**src/rtl/mdu_ctrl.sv**
```systemverilog
// mdu_ctrl: sequencing controller for the E-stage multiply/divide unit.
// Times mult/div latency and drives busy, HI/LO write enables, completion and
// the D-stage stall for MDU-dependent instructions. Contains no arithmetic.
// Optional feature: define MDU_ABORT_EN to add the abort input, which kills an
// in-flight long op or suppresses a start in the same cycle.
module mdu_ctrl #(
  parameter int unsigned MULT_CYCLES = 5,
  parameter int unsigned DIV_CYCLES  = 10
) (
  input  logic       clk,
  input  logic       reset,
  input  logic       start,
  input  logic [3:0] mdu_op,
  input  logic       div_zero,
  input  logic       md_in_d,
`ifdef MDU_ABORT_EN
  input  logic       abort,
`endif
  output logic       busy,
  output logic [3:0] op_q,
  output logic       hi_we,
  output logic       lo_we,
  output logic       done,
  output logic       stall_md
);

  localparam int unsigned MAX_CYCLES = (MULT_CYCLES > DIV_CYCLES) ? MULT_CYCLES : DIV_CYCLES;
  localparam int unsigned CNT_W      = $clog2(MAX_CYCLES) + 1;

  typedef enum logic [0:0] {
    IDLE = 1'b0,
    RUN  = 1'b1
  } state_t;

  state_t           state;
  logic [CNT_W-1:0] cnt;
  logic             divz_q;

  logic kill;
  logic start_ok;
  logic is_long;
  logic is_div;
  logic start_long;
  logic cnt_zero;

`ifdef MDU_ABORT_EN
  assign kill = abort;
`else
  assign kill = 1'b0;
`endif

  // Decode of the incoming op; a start is only honoured out of reset and without abort.
  assign start_ok   = start & reset & ~kill;
  assign is_long    = (mdu_op >= 4'd1) && (mdu_op <= 4'd4);
  assign is_div     = (mdu_op == 4'd3) || (mdu_op == 4'd4);
  assign start_long = start_ok & is_long;
  assign cnt_zero   = (cnt == '0);

  // Sequencer: latch a long op in IDLE, count its latency down in RUN.
  always_ff @(posedge clk or negedge reset) begin
    if (!reset) begin
      state  <= IDLE;
      cnt    <= '0;
      busy   <= 1'b0;
      op_q   <= '0;
      divz_q <= 1'b0;
    end else begin
      case (state)
        IDLE: begin
          if (start_long) begin
            state  <= RUN;
            busy   <= 1'b1;
            op_q   <= mdu_op;
            divz_q <= div_zero & is_div;
            cnt    <= is_div ? CNT_W'(DIV_CYCLES - 1) : CNT_W'(MULT_CYCLES - 1);
          end
        end
        RUN: begin
          if (kill || cnt_zero) begin
            state <= IDLE;
            busy  <= 1'b0;
            cnt   <= '0;
          end else begin
            cnt <= cnt - CNT_W'(1);
          end
        end
        default: begin
          state <= IDLE;
          busy  <= 1'b0;
          cnt   <= '0;
        end
      endcase
    end
  end

  // Write enables: long-op result in its last RUN cycle, mthi/mtlo straight from IDLE.
  always_comb begin
    hi_we = 1'b0;
    lo_we = 1'b0;
    done  = 1'b0;
    if (state == RUN) begin
      if (cnt_zero && !divz_q && !kill) begin
        hi_we = 1'b1;
        lo_we = 1'b1;
        done  = 1'b1;
      end
    end else begin
      hi_we = start_ok & (mdu_op == 4'd5);
      lo_we = start_ok & (mdu_op == 4'd6);
    end
  end

  // Hold dependent D-stage instructions while a long op is starting or in flight.
  assign stall_md = md_in_d & (busy | start_long);

endmodule
```
**config.mk**
```make
export PLATFORM = sky130hd
export DESIGN_NAME = mdu_ctrl
export DESIGN_NICKNAME = d
export VERILOG_FILES = /design/src/rtl/mdu_ctrl.sv
export SDC_FILE = /design/constraint.sdc
export NUM_CORES = 1
export LEC_CHECK = 0
export CORE_MARGIN = 4
export CORE_UTILIZATION = 49
export CTS_CLUSTER_SIZE = 8
export DETAILED_ROUTE_END_ITERATION = 10
export GPL_TIMING_DRIVEN = 0
export PLACE_DENSITY = 0.87
export SKIP_LAST_GASP = 1
export SLEW_MARGIN = 5
export SYNTH_ARGS = -nofsm -noshare
export SYNTH_HDL_FRONTEND = slang
export SYNTH_SLANG_ARGS = --single-unit
```
**constraint.sdc**
```tcl
create_clock -name clk -period 5.11 [get_ports clk]
set_input_delay 1.022 -clock clk [delete_from_list [all_inputs] [get_ports clk]]
set_output_delay 1.022 -clock clk [all_outputs]
set_load 0.05 [all_outputs]
```
==> results.md <==
- In this run the number of H-tree levels came out at 1.
- The number of antenna repair diodes is 0.
- In this run the horizontal extent of the chip is roughly 45 µm.
- The run finished with clean final reports.
- The required arrival time at the worst endpoint is roughly 4 ns.
- The clock latency on the worst-skew pair is 0.27 ns.
- The DRC violation count after routing is 0.
- For this run, the detailed router's first-pass iteration total came to 4.
- The synthesized netlist devotes a little over a fifth of its cell area to simple gates.
- The count of pins over their slew limit is 0.
- The quantity of gates resized following cts is 0.
- In this run, synthesis inferred 0 flip-flops with an integrated enable.
- The tree is rooted in a clkbuf_4.
- At the pin with the least slew margin, the transition time is 0.5670 ns.
- After clock tree synthesis, the flow added hold-fix buffers numbering 0.
- The final cell utilization of the core is 74.47%.
- The switching share of power is 43.89%.
- The share of layout cells above drive strength 1 is 13.41%.
- Synthesis inferred 12 register bits.
- The startpoint identified for the worst hold timing path is divz_q.
- The worst-case IR drop observed on VDD is 0.3912 mV.
- Along the worst path, the maximum fanout reaches 14.
- The buffers inserted during post-CTS setup optimization is 0.
- The number of buffers inserted during clock tree synthesis is 3.
- After synthesis, the share of flip-flops with an asynchronous set or reset is 100.0%.
- The first routing iteration left 11 violations.
- The type of the worst min-delay path is reg -> reg.
- STA classifies the critical path startpoint as an input pin.
- When the netlist entered floorplanning its net count stood at 71.
- The starting utilization of the core area is approximately 56%.
- The clock-pin slew of the registers on the worst-case setup and hold paths is 0.08 ns.
- The end point of the critical path is stall_md.
- The endpoint identified for the worst register-to-register timing path is cnt[0].
- Counting tap cells, the placed design contains a total of 92 instances.
- The classification of the worst setup path is in -> out.
- The final number of hold-violating endpoints is 0.
- Across the routed clock network, the largest skew measured is approximately 0.0063 ns.
- The netlist area before placement is 659.4 µm².
- Dividing total power by cell area gives a power density of 563.3 nW/µm².
- After detailed routing, the number of vias per cell comes to 5.688.
- The area fraction in compound gates after synthesis is 16.32%.
- Setup violations remaining at the end of the flow were counted as 0.
- In the final layout, flip-flops and latches occupy 300.3 µm².
- Summed over all cells, the static leakage comes to 0.3863 nW.
- In this run the worst setup path begins at reset.
- The initial antenna violation count was 0.
- The Yosys step of the flow raised 0 warnings.
- The register share of total power is 30.7%.
- The count of antenna-violating nets left after detailed routing is 0.
- The highest clock frequency the design can meet is 225.0 MHz.
- After detailed routing, the total wire length is 1522 µm.
- In this run the power spent charging and discharging nets is around 0.22 mW.
- The dominant combinational cell family by area after synthesis is simple AND/OR/NAND/NOR gates.
- The wire length per cell after detailed routing is 15.85 µm.
- Summed over all failing endpoints, the final setup total negative slack is 0 ns.
- At the end of the flow, the number of nets in the layout was slightly above 90.
- The area growth from synthesis to layout is 33.97%.
- The vertical extent of the die is ~45 µm.
- Measured against the total synthesized area, the mux share comes to between 8 and 9%.
- For this run, the leading register cell type out of synthesis is dfrtp_1.
- In the final layout, the multi-input gates occupy 317.8 µm².
- The overflow left after global routing is 0.
- The congestion estimate from routability-driven global placement came to 0.8277.
- Global routing used between 10% and 20% of the available tracks across all layers.
- The average cell area after synthesis is 10.81 µm².
- For the worst setup path, the data arrival time is 3.42 ns.
- The synthesized netlist devotes 0% of its cell area to XOR and XNOR gates.
- The number of buffers added on ports is 17.
- Yosys mapped the design onto 30 distinct sky130hd cell types.
- The relative max-transition margin is 62.08%.
- In the finished design, the share of the clock period the worst path needs comes to 86.96%.
- The worst setup path is captured at a primary output.
- The internal power component is roughly 0.28 mW.
- The post-layout minimum cycle time is 4.444 ns.
- The internal reg-to-reg setup slack is 3.30 ns.
- The area inside the core boundary is 1186 µm².
- Setup repair after global routing left no endpoint under its margin.
- The deepest clock path buffer count is 2.
- The startpoint identified for the worst register-to-register timing path is cnt[0].
- The number of vias in the routed layout is roughly 550.
- The number of maximum-capacitance violations is 0.
- The die footprint is between 1500 and 2000 µm².
- The clock tree from TritonCTS is done.
- Of the total power, combinational logic draws 54.2%.
- Excluding fillers, the count of instances in the completed layout stands at 96.
- For this run, the register share of the synthesized area comes to between 40 and 50%.
- During I/O placement, the number of pins put on the boundary was 18.
- The post-synthesis share of cell area spent on full adders, half adders and majority gates is 1.898%.
- The detailed placer's ending HPWL is 1037 µm.
- The first global-routing pass estimated between 2000 and 3000 µm of wire.
- The clock drives 12 sinks.
- The number of global-route vias before repair is 585.
- Counting cells, the worst reg-to-reg path comes to 6.
- The pin count of the biggest net entering global routing is 15.
- The layout has 80 filler cells.
- The initialized floorplan defines 12 standard-cell rows.
- The post-synthesis instance total is 61.
- Of the total power, the clock network draws 15.2%.
## cell type report
type	instances	area share, %
buffer	2	2.550
clock buffer	4	4.108
inverter	5	2.125
multi-input combinational	42	35.98
sequential	12	33.99
tap	14	1.983
timing repair buffer	17	19.26
## how the worst min path moves through the flow
stage | cells after the start | slack, ns | endpoint
3_3_place_gp | 1 | 0.47 | op_q[3]
5_1_grt | 1 | 0.52 | divz_q
2_1_floorplan | 1 | 0.46 | divz_q
6_report | 1 | 0.50 | divz_q
4_1_cts | 1 | 0.50 | divz_q
3_5_place_dp | 1 | 0.48 | op_q[3]
## critical path: stages
cell	delay, ns
clkdlybuf4s50_1	0.83
nand2_1	0.12
nor4_2	0.39
nor2_1	0.12
nor2b_1	0.13
clkdlybuf4s50_1	0.81
## cells in the mapped netlist (2+ instances only)
master | count | area share, %
a32o_1 | 2 | 3.0
buf_6 | 2 | 3.4
dfrtp_1 | 12 | 46
inv_1 | 5 | 2.8
mux2_4 | 3 | 6.8
nand2_1 | 6 | 3.4
nand2b_1 | 3 | 2.8
nor2_1 | 3 | 1.7
nor3_1 | 2 | 1.5
o21ai_1 | 2 | 1.5
or3b_1 | 2 | 2.7
## kinds of logic after synthesis
| logic type | after synthesis |
|---|---|
| AOI/OAI and AO/OA | 14 |
| and+or+nand+nor | 23 |
| DFF | 12 |
| buffers and inverters | 7 |
| muxes | 4 |
| adders and majority gates | 1 |
## routing by layer
layer | global-route usage (%) | part of all wire (%) | vias to the layer above
met2 | 27.79 | 48 | 28
met1 | 22.11 | 44 | 253
li1 | - | - | 261
met4 | 9.036 | 1.3 | 0
met5 | 0 | 0 | -
met3 | 6.098 | 6.2 | 4
## cells in the final DEF (no fill, tap or decap), types with 2 or more instances in the layout
master and instances:
or3b_1 2, nor2_1 3, o21ai_1 2, a32o_1 2, clkdlybuf4s50_1 17, clkbuf_4 3
inv_1 5, buf_6 2, nand2b_1 3, dfrtp_1 12, nor3_1 2, nand2_1 6
mux2_4 3
## through the flow
stage	power, mW	setup WS [ns]	instance area (µm²)	hold WS, ns
floorplan	0.3380	1.728	659.4	0.4598
global placement	0.4099	0.6481	847.1	0.4697
detailed placement	0.4183	0.6938	847.1	0.4769
CTS	0.4994	0.6459	883.3	0.4981
global route	0.5298	0.4629	883.3	0.5209
finish	0.4976	0.6661	883.3	0.4987
## power groups by stage
| stage | clock, mW | sequential [mW] | combinational, mW |
|---|---|---|---|
| final | 0.0755 | 0.153 | 0.270 |
| after global routing | 0.0838 | 0.156 | 0.290 |
| after CTS | 0.0778 | 0.151 | 0.271 |
| after detailed placement | 0 | 0.151 | 0.267 |
| after global placement | 0 | 0.149 | 0.261 |
| after floorplan | 0 | 0.201 | 0.137 |
## sequential cells by signal, summed over array words and instances (netlist names)
| signal | count |
|---|---|
| state | 1 |
| cnt | 5 |
| busy | 1 |
| op_q | 4 |
| divz_q | 1 |
Note: power is estimated with default switching activity, not from simulation.
